--- config.mk ---
export PLATFORM = sky130hd
export DESIGN_NAME = uart8_transmitter_flat
export DESIGN_NICKNAME = d
export VERILOG_FILES = /design/src/rtl/uart8_pkg.sv /design/src/rtl/uart8_transmitter_if.sv /design/src/rtl/uart8_transmitter.sv /design/src/flat_wrapper.sv
export SDC_FILE = /design/constraint.sdc
export NUM_CORES = 1
export LEC_CHECK = 0
export BUFFER_PORTS_ARGS = -buffer_cell sky130_fd_sc_hd__buf_2
export CELL_PAD_IN_SITES_DETAIL_PLACEMENT = 0
export CELL_PAD_IN_SITES_GLOBAL_PLACEMENT = 2
export CORE_MARGIN = 4
export CORE_UTILIZATION = 30
export CTS_BUF_LIST = sky130_fd_sc_hd__clkbuf_4 sky130_fd_sc_hd__clkbuf_8
export DETAILED_ROUTE_END_ITERATION = 12
export GPL_TIMING_DRIVEN = 0
export PLACE_DENSITY_LB_ADDON = 0.1
export SLEW_MARGIN = 20
export SYNTH_ARGS = -nofsm -noshare
export SYNTH_HDL_FRONTEND = slang
export SYNTH_SLANG_ARGS = --single-unit
--- constraint.sdc ---
create_clock -name clk -period 5.5 [get_ports clk]
set_input_delay 0.825 -clock clk [delete_from_list [all_inputs] [get_ports clk]]
set_output_delay 0.825 -clock clk [all_outputs]
set_load 0.1 [all_outputs]
--- src/rtl/uart8_pkg.sv ---
// uart8_pkg
// Shared definitions for the 8-bit UART transmitter and receiver pair.
// Holds the FSM state encoding, the default oversample factor and the
// data width. The receiver's 2-bit/3-bit state values map onto the low
// bits of the same encoding, so both sides decode identically.
package uart8_pkg;

    localparam int DATA_WIDTH         = 8;
    localparam int INDEX_WIDTH        = 3;
    localparam int DEFAULT_OVERSAMPLE = 16;

    typedef enum logic [2:0] {
        ST_RESET     = 3'd0,
        ST_IDLE      = 3'd1,
        ST_START_BIT = 3'd2,
        ST_DATA_BITS = 3'd3,
        ST_STOP_BIT  = 3'd4
    } uartState_e;

endpackage

--- src/rtl/uart8_transmitter_if.sv ---
// uart8_transmitter_if
// Groups the transmitter's control, data and status signals.
//   en     : block enable (low forces the transmitter into RESET)
//   start  : single-cycle transmit request, honoured only in IDLE
//   in     : byte to send, captured when start is accepted
//   out    : serial tx line, idles high
//   busy   : a frame is in progress
//   done   : one-cycle pulse when a frame completes
// master : the side that requests frames (drives en/start/in)
// slave  : the transmitter itself (drives out/busy/done)
interface uart8_transmitter_if;
    import uart8_pkg::*;

    logic                  en;
    logic                  start;
    logic [DATA_WIDTH-1:0] in;
    logic                  out;
    logic                  busy;
    logic                  done;

    modport master (
        output en,
        output start,
        output in,
        input  out,
        input  busy,
        input  done
    );

    modport slave (
        input  en,
        input  start,
        input  in,
        output out,
        output busy,
        output done
    );

endinterface

--- src/rtl/uart8_transmitter.sv ---
// uart8_transmitter
// Serial transmitter for 8N1 UART frames on the 16x oversampled baud clock.
// A byte accepted on a start strobe is sent as one start bit (low), eight
// data bits LSB first, and one stop bit (high). Every output is registered.
//
// Ports:
//   clk  : baud clock, rising edge
//   rst  : asynchronous active-high reset
//   bus  : uart8_transmitter_if.slave (en, start, in, out, busy, done)
//
// Parameter:
//   CLKS_PER_BIT : clk cycles per serial bit, legal range 2..256
//
// Build option:
//   UART8_TX_TWO_STOP_EN : when defined, the stop period lasts two bit
//                          times (8N2). Otherwise one stop bit (8N1).
module uart8_transmitter
    import uart8_pkg::*;
#(
    parameter int CLKS_PER_BIT = DEFAULT_OVERSAMPLE
) (
    input  logic                clk,
    input  logic                rst,
    uart8_transmitter_if.slave  bus
);

    localparam int                   CNT_WIDTH = $clog2(CLKS_PER_BIT);
    localparam logic [CNT_WIDTH-1:0] CNT_LAST  = CNT_WIDTH'(CLKS_PER_BIT - 1);

    uartState_e             state_q, state_d;
    logic [CNT_WIDTH-1:0]   bitCnt_q, bitCnt_d;
    logic [INDEX_WIDTH-1:0] bitIdx_q, bitIdx_d;
    logic [DATA_WIDTH-1:0]  shift_q, shift_d;
    logic                   out_q, out_d;
    logic                   busy_q, busy_d;
    logic                   done_q, done_d;

    logic                   bitEnd;
    logic [CNT_WIDTH-1:0]   cntNext;
    logic [INDEX_WIDTH-1:0] idxNext;
    logic                   lastStopBit;

    // bitEnd marks the final clock of the current bit period; the counter
    // wraps there explicitly so non-power-of-two periods work too.
    assign bitEnd  = (bitCnt_q == CNT_LAST);
    assign cntNext = bitEnd ? '0 : bitCnt_q + CNT_WIDTH'(1);
    assign idxNext = bitIdx_q + INDEX_WIDTH'(1);

`ifdef UART8_TX_TWO_STOP_EN
    logic stopSecond_q, stopSecond_d;

    // Tracks which of the two stop bits is on the line. It toggles at the end
    // of each stop bit, so it is back to zero when the frame finishes.
    assign stopSecond_d = (!bus.en || state_q != ST_STOP_BIT) ? 1'b0 :
                          (bitEnd ? ~stopSecond_q : stopSecond_q);

    always_ff @(posedge clk or posedge rst) begin
        if (rst) begin
            stopSecond_q <= 1'b0;
        end else begin
            stopSecond_q <= stopSecond_d;
        end
    end

    assign lastStopBit = stopSecond_q;
`else
    assign lastStopBit = 1'b1;
`endif

    // State and datapath registers; reset leaves the line idle-high.
    always_ff @(posedge clk or posedge rst) begin
        if (rst) begin
            state_q  <= ST_RESET;
            bitCnt_q <= '0;
            bitIdx_q <= '0;
            shift_q  <= '0;
            out_q    <= 1'b1;
            busy_q   <= 1'b0;
            done_q   <= 1'b0;
        end else begin
            state_q  <= state_d;
            bitCnt_q <= bitCnt_d;
            bitIdx_q <= bitIdx_d;
            shift_q  <= shift_d;
            out_q    <= out_d;
            busy_q   <= busy_d;
            done_q   <= done_d;
        end
    end

    // Next-state and next-output logic. The outputs are computed one cycle
    // ahead so that the registered line changes exactly on bit boundaries.
    // done defaults low so it can only ever be a single-cycle pulse.
    always_comb begin
        state_d  = state_q;
        bitCnt_d = bitCnt_q;
        bitIdx_d = bitIdx_q;
        shift_d  = shift_q;
        out_d    = out_q;
        busy_d   = busy_q;
        done_d   = 1'b0;

        if (!bus.en) begin
            // Dropping enable abandons any partial frame with the line high.
            state_d  = ST_RESET;
            bitCnt_d = '0;
            bitIdx_d = '0;
            shift_d  = '0;
            out_d    = 1'b1;
            busy_d   = 1'b0;
        end else begin
            case (state_q)
                ST_RESET: begin
                    state_d  = ST_IDLE;
                    bitCnt_d = '0;
                    bitIdx_d = '0;
                    shift_d  = '0;
                    out_d    = 1'b1;
                    busy_d   = 1'b0;
                end
                ST_IDLE: begin
                    out_d  = 1'b1;
                    busy_d = 1'b0;
                    if (bus.start) begin
                        shift_d  = bus.in;
                        busy_d   = 1'b1;
                        bitCnt_d = '0;
                        bitIdx_d = '0;
                        out_d    = 1'b0;
                        state_d  = ST_START_BIT;
                    end
                end
                ST_START_BIT: begin
                    out_d    = 1'b0;
                    bitCnt_d = cntNext;
                    if (bitEnd) begin
                        bitIdx_d = '0;
                        out_d    = shift_q[0];
                        state_d  = ST_DATA_BITS;
                    end
                end
                ST_DATA_BITS: begin
                    out_d    = shift_q[bitIdx_q];
                    bitCnt_d = cntNext;
                    if (bitEnd) begin
                        // The index wraps 7 -> 0 as the stop bit begins.
                        bitIdx_d = idxNext;
                        if (bitIdx_q == INDEX_WIDTH'(DATA_WIDTH - 1)) begin
                            out_d   = 1'b1;
                            state_d = ST_STOP_BIT;
                        end else begin
                            out_d = shift_q[idxNext];
                        end
                    end
                end
                ST_STOP_BIT: begin
                    out_d    = 1'b1;
                    bitCnt_d = cntNext;
                    if (bitEnd && lastStopBit) begin
                        busy_d  = 1'b0;
                        done_d  = 1'b1;
                        state_d = ST_IDLE;
                    end
                end
                default: begin
                    // Unused encodings recover to a quiet idle line.
                    state_d = ST_IDLE;
                    out_d   = 1'b1;
                    busy_d  = 1'b0;
                end
            endcase
        end
    end

    assign bus.out  = out_q;
    assign bus.busy = busy_q;
    assign bus.done = done_q;

endmodule

--- src/flat_wrapper.sv ---
// flat-port wrapper written by rule: the top's interface ports become plain ports
module uart8_transmitter_flat import uart8_pkg::*;
#(
    parameter int CLKS_PER_BIT = DEFAULT_OVERSAMPLE
)
  (clk, rst, bus_en, bus_start, bus_in, bus_out, bus_busy, bus_done);
  uart8_transmitter_if bus_i ();
  input  logic clk;
  input  logic rst;
  input wire logic [$bits(bus_i.en)-1:0] bus_en;
  input wire logic [$bits(bus_i.start)-1:0] bus_start;
  input wire logic [$bits(bus_i.in)-1:0] bus_in;
  output wire logic [$bits(bus_i.out)-1:0] bus_out;
  output wire logic [$bits(bus_i.busy)-1:0] bus_busy;
  output wire logic [$bits(bus_i.done)-1:0] bus_done;
  assign bus_i.en = bus_en;
  assign bus_i.start = bus_start;
  assign bus_i.in = bus_in;
  assign bus_out = bus_i.out;
  assign bus_busy = bus_i.busy;
  assign bus_done = bus_i.done;
  uart8_transmitter #(.CLKS_PER_BIT(CLKS_PER_BIT)) u_core (.clk(clk), .rst(rst), .bus(bus_i));
endmodule
==> results of run 1 <==
-- area by class of cell --
type	count	share of cell area (%)
Clock inverter	1	0.369
Sequential cell	21	38.8
Clock buffer	3	3.04
Inverter	5	1.38
Tap cell	48	4.43
Timing Repair Buffer	13	4.80
Buffer	6	1.85
Multi-Input combinational cell	77	45.3
-- critical path: cells and delay by family (launching register included) --
family,cells,cell delay [ns]
adder cells (fa/ha/maj),2,0.56
AO/OA/AOI/OAI,2,0.32
flip-flops,1,0.46
multiplexers,2,0.83
-- power by group through the flow --
stage,Sequential [uW],Combinational [uW],Clock [uW]
floorplan,176,27.7,0
global placement,167,50.0,0
detailed placement,167,50.4,0
CTS,164,50.4,107
global route,165,55.2,114
finish,164,49.4,104
-- how the worst max path moves through the flow --
stage,startpoint,to,depth (start not counted)
finish,u_core.bitIdx_q[0],u_core.bus.out,6
floorplan,u_core.bitIdx_q[0],u_core.bus.out,6
global placement,u_core.bitIdx_q[0],u_core.bus.out,6
CTS,u_core.bitIdx_q[0],u_core.bus.out,6
detailed placement,u_core.bitIdx_q[0],u_core.bus.out,6
global route,u_core.bitIdx_q[0],u_core.bus.out,6
-- kinds of logic (layout without fill, tap and decap cells) --
| kind of cell | after synthesis | in the layout | share of synthesized area [%] |
|---|---|---|---|
| buffers and inverters | 11 | 28 | 3.70 |
| adders and majority gates | 3 | 3 | 3.17 |
| AOI/OAI and AO/OA | 27 | 27 | 17.7 |
| muxes | 9 | 9 | 13.1 |
| DFF | 21 | 21 | 44.5 |
| and+or+nand+nor | 38 | 38 | 17.8 |
-- state kept, by name (all words and copies together) (netlist names) --
signal / cells
u_core.bitCnt_q: 4
u_core.bitIdx_q: 3
u_core.bus.busy: 1
u_core.bus.done: 1
u_core.bus.out: 1
u_core.shift_q: 8
u_core.state_q: 3
-- placed cells by master, fill, tap and decap left out, types with 2 or more instances in the layout --
cell type / netlist / routed
a21oi_1: 5 / 5
a22o_1: 9 / 9
and4b_1: 2 / 2
buf_2: 2 / 15
clkbuf_1: 4 / 4
clkbuf_8: 0 / 3
dfrtp_1: 20 / 20
ha_1: 3 / 3
inv_1: 5 / 5
mux2_2: 2 / 2
mux2i_1: 2 / 2
mux4_1: 3 / 3
nand2_1: 11 / 11
nand3_1: 3 / 3
nor2_1: 5 / 5
nor2b_1: 5 / 5
nor3_1: 2 / 2
nor3b_1: 2 / 2
o21ai_1: 3 / 3
-- layer usage --
| layer | track usage, % | part of all wire [%] | vias to the layer above | routed length (um) |
|---|---|---|---|---|
| met5 | 0 | 0 | - | 0 |
| met4 | 4.38 | 1.4 | 0 | 35 |
| met3 | 2.41 | 3.2 | 4 | 80 |
| met2 | 17.8 | 47 | 14 | 1190 |
| met1 | 15.4 | 48 | 420 | 1230 |
| li1 | - | - | 447 | - |
-- per-stage QoR --
stage,hold WS (ns),setup slack (ns)
2_1_floorplan,0.470,3.39
3_5_place_dp,0.504,3.25
3_3_place_gp,0.495,3.28
4_1_cts,0.516,3.24
6_report,0.507,3.25
5_1_grt,0.560,3.16
==> flow_metrics.py, run 1 <==
metrics = {
    "clock_network": {
        "cts_buffers": 3,
        "cts_root_buf": "clkbuf_8",
        "clk_pin_slew_ns": 0.08,
        "htree_num_levels": 1,
        "cts_tree": "built",
        "ctsHoldBuffers": 0,
        "clk_latency_ns": 0.26,
        "clk_path_buf_depth": 2,
        "post-cts-setup-buffers": 0,
        "cts.sinks": 21,
        "cts.repair.resized": 0,
    },
    "layout": {
        "regArea_um2": 527,
        "stdcell_count": 174,
        "nets": 142,
        "area_growth_syn_to_layout_pct": 14.5,
        "diodes": 0,
        "design_area_um2": 1360,
        "fillerInstances": 411,
        "multi_input_area_um2": 614,
        "final_layout_size_suffix_gt1_share_pct": 22.2,
        "fin_util_pct": 36.2,
    },
    "place": {
        "gp_congestion": 0.719,
        "placed_cells": 170,
        "postPlaceCellArea_um2": 1310,
        "numPortBuffers": 13,
        "dpl.hpwl_um": 1870,
    },
    "routing": {
        "drt-total-wl_um": 2530,
        "dr.pass1.iters": 4,
        "vias_per_cell": 5.09,
        "drc": 0,
        "detail-route-antenna-nets": 0,
        "drt-initial-drc-count": 32,
        "vias": 885,
        "routedWlPerCell_um": 14.6,
    },
    "global_routing": {
        "grt_pass1_wl_um": 4590,
        "antenna_found_initial": 0,
        "overflow": 0,
        "track_usage_pct": 11.4,
        "grt_pass1_vias": 927,
        "grt_max_degree": 22,
    },
    "synth": {
        "synthArstFlopShare_pct": 100,
        "ys.flop_type": "dfrtp_1",
        "synth_common_cells": "dfrtp_1 (20), nand2_1 (11), a22o_1 (9)",
        "syn_nets": 124,
        "ys_ff_latch": 21,
        "syn_avg_cell_area_um2": 10.9,
        "syn_inst": 109,
        "yosys.area.top_type": "dfrtp_1",
        "synthMostInstantiatedCell": "dfrtp_1",
        "syn_area_um2": 1180,
        "synth_edf_count": 0,
        "yosysWarnings": 0,
        "yosys.cell_types.count": 39,
        "ys_seq_area_share_pct": 44.5,
        "netlist.area_leader.share_pct": 42.2,
        "synthTopCellsByArea": "dfrtp_1 (42%), mux4_1 (6.7%), a22o_1 (6.7%), nand2_1 (3.5%), ha_1 (3.2%)",
    },
    "power_and_ir_drop": {
        "p_clk_share_pct": 32.7,
        "netSwitchingFraction_pct": 28.2,
        "internal_power_uw": 227,
        "p_per_area_nw_per_um2": 233,
        "leakagePower_uw": 0.000613,
        "p_switching_uw": 89.4,
        "pwr-share-seq_pct": 51.7,
        "total_power_uw": 317,
        "peakVddDrop_mv": 0.104,
        "p_comb_share_pct": 15.6,
    },
    "floorplanning": {
        "core_um2": 3740,
        "dieHeight_um": 70.8,
        "io_pins": 15,
        "dieArea_um2": 5020,
        "dieWidth_um": 70.8,
        "rows": 22,
        "initial_core_util_pct": 31.7,
    },
    "job": {
        "max_cap_violations": 0,
    },
    "sta": {
        "fin_tns_setup_ns": 0,
        "period_share_pct": 40.9,
        "fin_crit_ns": 2.25,
        "skew_ns": 0.00199,
        "final_hold_viol_count": 0,
        "rsz0062_at_grt": "no",
        "setup_viol": 0,
        "slew_headroom_pct": 46.8,
        "worstMarginPinSlew_ns": 0.797,
        "slew_violations": 0,
        "fmax_mhz": 445,
    },
    "setup_path": {
        "rr_startpoint": "u_core.bitIdx_q[0]",
        "cp_max_fo": 6,
        "worst_path_max_delay_cell": "mux4_1",
        "rrSetupSlack_ns": 3.25,
        "arrival_ns": 2.44,
        "cp.required_ns": 5.69,
        "cpPeakStageDelay_ns": 0.55,
        "endpoint_kind": "flip-flop",
        "reg2regPathDepth": 6,
        "cpMostUsedCell": "ha_1",
        "crit_chain": "ha_1, ha_1, mux4_1, mux2_2, o311ai_2, a21oi_1",
        "worstSetupPathType": "reg -> reg",
        "critPathLaunchType": "flip-flop",
        "worstReg2RegEnd": "u_core.bus.out",
    },
    "min_path": {
        "hp-class": "reg -> reg",
        "min_to": "u_core.bitCnt_q[0]",
        "min_from": "u_core.bitCnt_q[0]",
        "whs_path_depth": 1,
    },
    "run_status": {
        "run_status": "complete, no violations",
    },
}
Note: power is estimated with default switching activity, not from simulation.
==> run 2: changes to the inputs <==
- clock period: 5.5 -> 2.1 ns (I/O delays scaled with it)
==> run 2 against run 1 <==
  * Fmax is 7.9% higher
  * Clock power grew to 2.6 times the previous value
  * Via count is 5.1% higher
  * Flip-flop and latch count stayed put
  * Hold slack worse by 0.29 ns
  * First-iteration DRC count is 53% higher
  * Total power grew to 2.6 times the previous value
  * Sequential power grew to 2.6 times the previous value
  * Clock-buffer cell count stayed put
  * Die area stayed put
  * Register-to-register slack worse by 3.2 ns
==> flow_metrics.py, run 2 (synthesis results as in run 1) <==
metrics = {
    "setup_path": {
        "crit_chain": "ha_4, ha_4, mux4_2, mux2_4, o311ai_4, a21oi_2",
        "arrival_ns": 2.27,
        "endpoint_kind": "flip-flop",
        "worstSetupPathType": "reg -> reg",
        "cp.required_ns": 2.29,
        "critPathLaunchType": "flip-flop",
        "cpPeakStageDelay_ns": 0.49,
        "worst_path_max_delay_cell": "mux4_2",
        "cpMostUsedCell": "ha_4",
        "cp_max_fo": 3,
    },
    "global_routing": {
        "track_usage_pct": 11.4,
        "grt_pass1_wl_um": 4570,
        "overflow": 0,
        "grt_max_degree": 22,
        "grt_pass1_vias": 933,
        "antenna_found_initial": 0,
    },
    "sta": {
        "fin_crit_ns": 2.08,
        "final_hold_viol_count": 0,
        "worstMarginPinSlew_ns": 0.860,
        "skew_ns": 0.00176,
        "whs_ns": 0.220,
        "slew_headroom_pct": 42.6,
        "worst_slack_ns": 0.0168,
        "fmax_mhz": 480,
        "setup_viol": 0,
        "period_share_pct": 99.2,
        "slew_violations": 0,
    },
    "routing": {
        "dr.pass1.iters": 4,
        "drc": 0,
        "vias_per_cell": 5.28,
        "drt-total-wl_um": 2770,
        "drt-initial-drc-count": 49,
        "detail-route-antenna-nets": 0,
        "routedWlPerCell_um": 15.7,
        "vias": 930,
    },
    "power_and_ir_drop": {
        "pwr-share-seq_pct": 51.4,
        "peakVddDrop_mv": 0.262,
        "p_per_area_nw_per_um2": 592,
        "p_clk_share_pct": 32.1,
        "p_comb_share_pct": 16.5,
        "netSwitchingFraction_pct": 28.4,
        "leakagePower_uw": 0.000612,
        "p_switching_uw": 238,
        "internal_power_uw": 598,
    },
    "clock_network": {
        "cts_tree": "built",
        "ctsHoldBuffers": 0,
        "cts_root_buf": "clkbuf_8",
        "htree_num_levels": 1,
        "cts.sinks": 21,
        "clk_latency_ns": 0.26,
        "clk_path_buf_depth": 2,
        "clk_pin_slew_ns": 0.08,
        "cts_buffers": 3,
    },
    "floorplanning": {
        "io_pins": 15,
        "core_um2": 3740,
        "dieWidth_um": 70.8,
        "rows": 22,
        "dieArea_um2": 5020,
        "dieHeight_um": 70.8,
        "initial_core_util_pct": 31.7,
    },
    "layout": {
        "fillerInstances": 400,
        "area_growth_syn_to_layout_pct": 19.1,
        "multi_input_area_um2": 653,
        "final_cell_mix": "dfrtp_1 (19), buf_2 (15), nand2_1 (11), a22o_1 (9)",
        "final_layout_size_suffix_gt1_share_pct": 27.3,
        "top_register": "u_core.shift_q",
        "diodes": 0,
        "reg_top3": "u_core.shift_q x8, u_core.bitCnt_q x4",
        "fin_util_pct": 37.7,
        "largest_reg_flops": 8,
        "nets": 144,
        "regArea_um2": 528,
        "layout_commonest_cell": "dfrtp_1",
    },
    "place": {
        "dp_slack_ns": -0.164,
        "gp_congestion": 0.748,
        "numPortBuffers": 13,
        "dpl.hpwl_um": 1980,
    },
    "min_path": {
        "hp-class": "in -> async",
    },
    "job": {
        "max_cap_violations": 0,
    },
    "run_status": {
        "run_status": "complete, no violations",
    },
}
run 2: cell count changes in the layout (fill, tap and decap cells not counted), sizes merged:
| cell | previous run | this run |
|---|---|---|
| buf | 15 | 17 |
run 2: layout make-up:
| cell class | count | share of cell area (%) |
|---|---|---|
| plain buffers | 6 | 1.77 |
| clock buffers | 3 | 2.93 |
| clock inverters | 1 | 0.355 |
| inverters | 5 | 1.33 |
| multi-input cells | 77 | 46.3 |
| flip-flops and latches | 21 | 37.4 |
| well taps | 48 | 4.26 |
| repair buffers | 15 | 5.67 |
run 2: stage by stage:
step	instances	instance area (um2)	power [uW]	setup TNS, ns
after floorplan	109	1200	534	0
after global placement	170	1320	569	-0.108
after detailed placement	170	1320	570	-0.164
after CTS	176	1390	841	0
after global routing	176	1410	876	-0.0165
final	176	1410	836	0
run 2: power by group through the flow:
stage,clock [uW],sequential (uW),combinational [uW]
2_1_floorplan,0,462,72.4
3_3_place_gp,0,437,131
3_5_place_dp,0,437,133
4_1_cts,277,429,135
5_1_grt,292,432,152
6_report,268,429,138
run 2: final timing paths:
check | from | to | slack [ns] | depth (start not counted)
max in group asynchronous | rst | u_core.bitIdx_q[0] | 1.30 | 2
worst max register to register | u_core.bitIdx_q[0] | u_core.bus.out | 0.02 | 6
worst max-delay path | u_core.bitIdx_q[0] | u_core.bus.out | 0.02 | 6
worst min register to register | u_core.bitCnt_q[0] | u_core.bitCnt_q[0] | 0.51 | 1
worst min-delay path | rst | u_core.shift_q[4] | 0.22 | 2
min in group clk | bus_in[3] | u_core.shift_q[3] | 0.26 | 2
run 2: timing repair:
item	4_1_cts	5_1_grt
setup endpoints to repair	1	1
buffers inserted	2	0
pin swaps	1	0
gates resized for setup	4	3
run 2: critical path: cells and delay by family, from the launching register on:
family,cells,cell delay (ns)
flops,1,0.44
compound gates,2,0.33
mux,2,0.79
fa+ha+maj,2,0.45
run 2: per-layer routing:
layer	track usage, %	part of all wire, %
met1	16.0	50
met2	17.5	46
met3	3.13	3.4
met4	2.51	0.69
met5	0	0
==> run 3: changes to the inputs <==
- CTS_BUF_LIST: sky130_fd_sc_hd__clkbuf_4 sky130_fd_sc_hd__clkbuf_8 -> sky130_fd_sc_hd__clkbuf_16
- clock period: 2.1 -> 2.7 ns (I/O delays scaled with it)
==> run 3 against run 2 <==
  * Die area did not move
  * Critical path type unchanged
  * Utilization fell by 0.57 points
  * Highest routed layer unchanged
  * Cell area fell by 1.5%
  * Sequential power fell by 22%
==> flow_metrics.py, run 3 (synthesis results as in run 1) <==
metrics = {
    "run_status": {
        "run_status": "complete, no violations",
    },
    "sta": {
        "final_hold_viol_count": 0,
        "fin_crit_ns": 2.24,
        "rsz0062_at_grt": "no",
        "period_share_pct": 83.1,
        "slew_headroom_pct": 46.8,
        "skew_ns": 0.00509,
        "slew_violations": 0,
        "whs_ns": 0.298,
        "setup_viol": 0,
        "worstMarginPinSlew_ns": 0.797,
        "fmax_mhz": 446,
        "fin_tns_setup_ns": 0,
    },
    "layout": {
        "reg_top3": "u_core.shift_q x8, u_core.bitCnt_q x4",
        "area_growth_syn_to_layout_pct": 17.3,
        "regArea_um2": 527,
        "top_register": "u_core.shift_q",
        "design_area_um2": 1390,
        "fillerInstances": 408,
        "nets": 142,
        "final_layout_size_suffix_gt1_share_pct": 22.2,
        "fin_util_pct": 37.1,
        "final_cell_mix": "dfrtp_1 (20), buf_2 (15), nand2_1 (11), a22o_1 (9)",
        "largest_reg_flops": 8,
        "diodes": 0,
        "multi_input_area_um2": 614,
        "layout_commonest_cell": "dfrtp_1",
    },
    "power_and_ir_drop": {
        "peakVddDrop_mv": 0.199,
        "p_per_area_nw_per_um2": 538,
        "total_power_uw": 748,
        "leakagePower_uw": 0.000628,
    },
    "clock_network": {
        "post-cts-setup-buffers": 0,
        "clk_path_buf_depth": 2,
        "htree_num_levels": 1,
        "cts_tree": "built",
        "clk_pin_slew_ns": 0.06,
        "cts_buffers": 3,
        "cts_root_buf": "clkbuf_16",
        "clk_latency_ns": 0.25,
        "cts.repair.resized": 0,
        "ctsHoldBuffers": 0,
        "cts.sinks": 21,
    },
    "setup_path": {
        "cp_max_fo": 6,
        "cp.required_ns": 2.88,
        "crit_family": "multiplexers",
        "crit_buf_inv": 0,
        "cpPeakStageDelay_ns": 0.55,
        "crit_start": "u_core.bitIdx_q[0]",
        "crit_chain": "ha_1, ha_1, mux4_1, mux2_2, o311ai_2, a21oi_1",
        "rrSetupSlack_ns": 0.46,
        "endpoint_kind": "flip-flop",
        "cpMostUsedCell": "ha_1",
        "arrival_ns": 2.42,
        "critPathLaunchType": "flip-flop",
        "rr_startpoint": "u_core.bitIdx_q[0]",
        "worst_path_max_delay_cell": "mux4_1",
        "worstSetupPathType": "reg -> reg",
    },
    "routing": {
        "detail-route-antenna-nets": 0,
        "drt-total-wl_um": 2530,
        "routedWlPerCell_um": 14.6,
        "drc": 0,
        "vias": 894,
        "dr.pass1.iters": 4,
        "vias_per_cell": 5.14,
        "drt-initial-drc-count": 21,
    },
    "place": {
        "gp_congestion": 0.719,
        "postPlaceCellArea_um2": 1310,
        "dpl.hpwl_um": 1870,
        "numPortBuffers": 13,
    },
    "global_routing": {
        "grt_pass1_vias": 938,
        "grt_pass1_wl_um": 4580,
        "grt_max_degree": 22,
        "antenna_found_initial": 0,
        "track_usage_pct": 11.4,
        "overflow": 0,
    },
    "floorplanning": {
        "rows": 22,
        "initial_core_util_pct": 31.7,
        "core_um2": 3740,
        "dieWidth_um": 70.8,
        "dieHeight_um": 70.8,
        "io_pins": 15,
        "dieArea_um2": 5020,
    },
    "min_path": {
        "hp-class": "in -> async",
    },
    "job": {
        "max_cap_violations": 0,
    },
}
[run 3: final cells by class]
class / instances / area share (%)
inverters: 5 / 1.35
plain buffers: 6 / 1.80
clock inverters: 1 / 0.360
multi-input cells: 77 / 44.2
flip-flops and latches: 21 / 37.9
well taps: 48 / 4.32
clock buffers: 3 / 5.40
repair buffers: 13 / 4.68
[run 3: power by group]
group	switching, uW	internal (uW)	leakage (uW)
Clock	114	199	0.0000409
Combinational	67.2	33.5	0.000302
Sequential	7.09	327	0.000286
Total	188	559	0.000628
[run 3: stage by stage]
step | std cells | worst slack [ns]
global route | 174 | 0.375
CTS | 174 | 0.440
floorplan | 109 | 0.594
detailed placement | 170 | 0.450
global placement | 170 | 0.482
finish | 174 | 0.457
[run 3: worst paths after layout]
| kind | end | depth (start not counted) |
|---|---|---|
| max in group asynchronous | u_core.bitCnt_q[0] | 2 |
| min | u_core.bus.done | 2 |
| max reg2reg | u_core.bus.out | 6 |
| max | u_core.bus.out | 6 |
| min reg2reg | u_core.bitCnt_q[0] | 1 |
| min in group clk | u_core.shift_q[0] | 2 |
[run 3: routing by layer]
layer / GRT usage (%) / share of wire, % / routed length, um
met5: 0 / 0 / 0
met4: 4.38 / 1.3 / 32
met3: 2.41 / 3.5 / 88
met2: 18.2 / 47 / 1200
met1: 15.1 / 48 / 1210
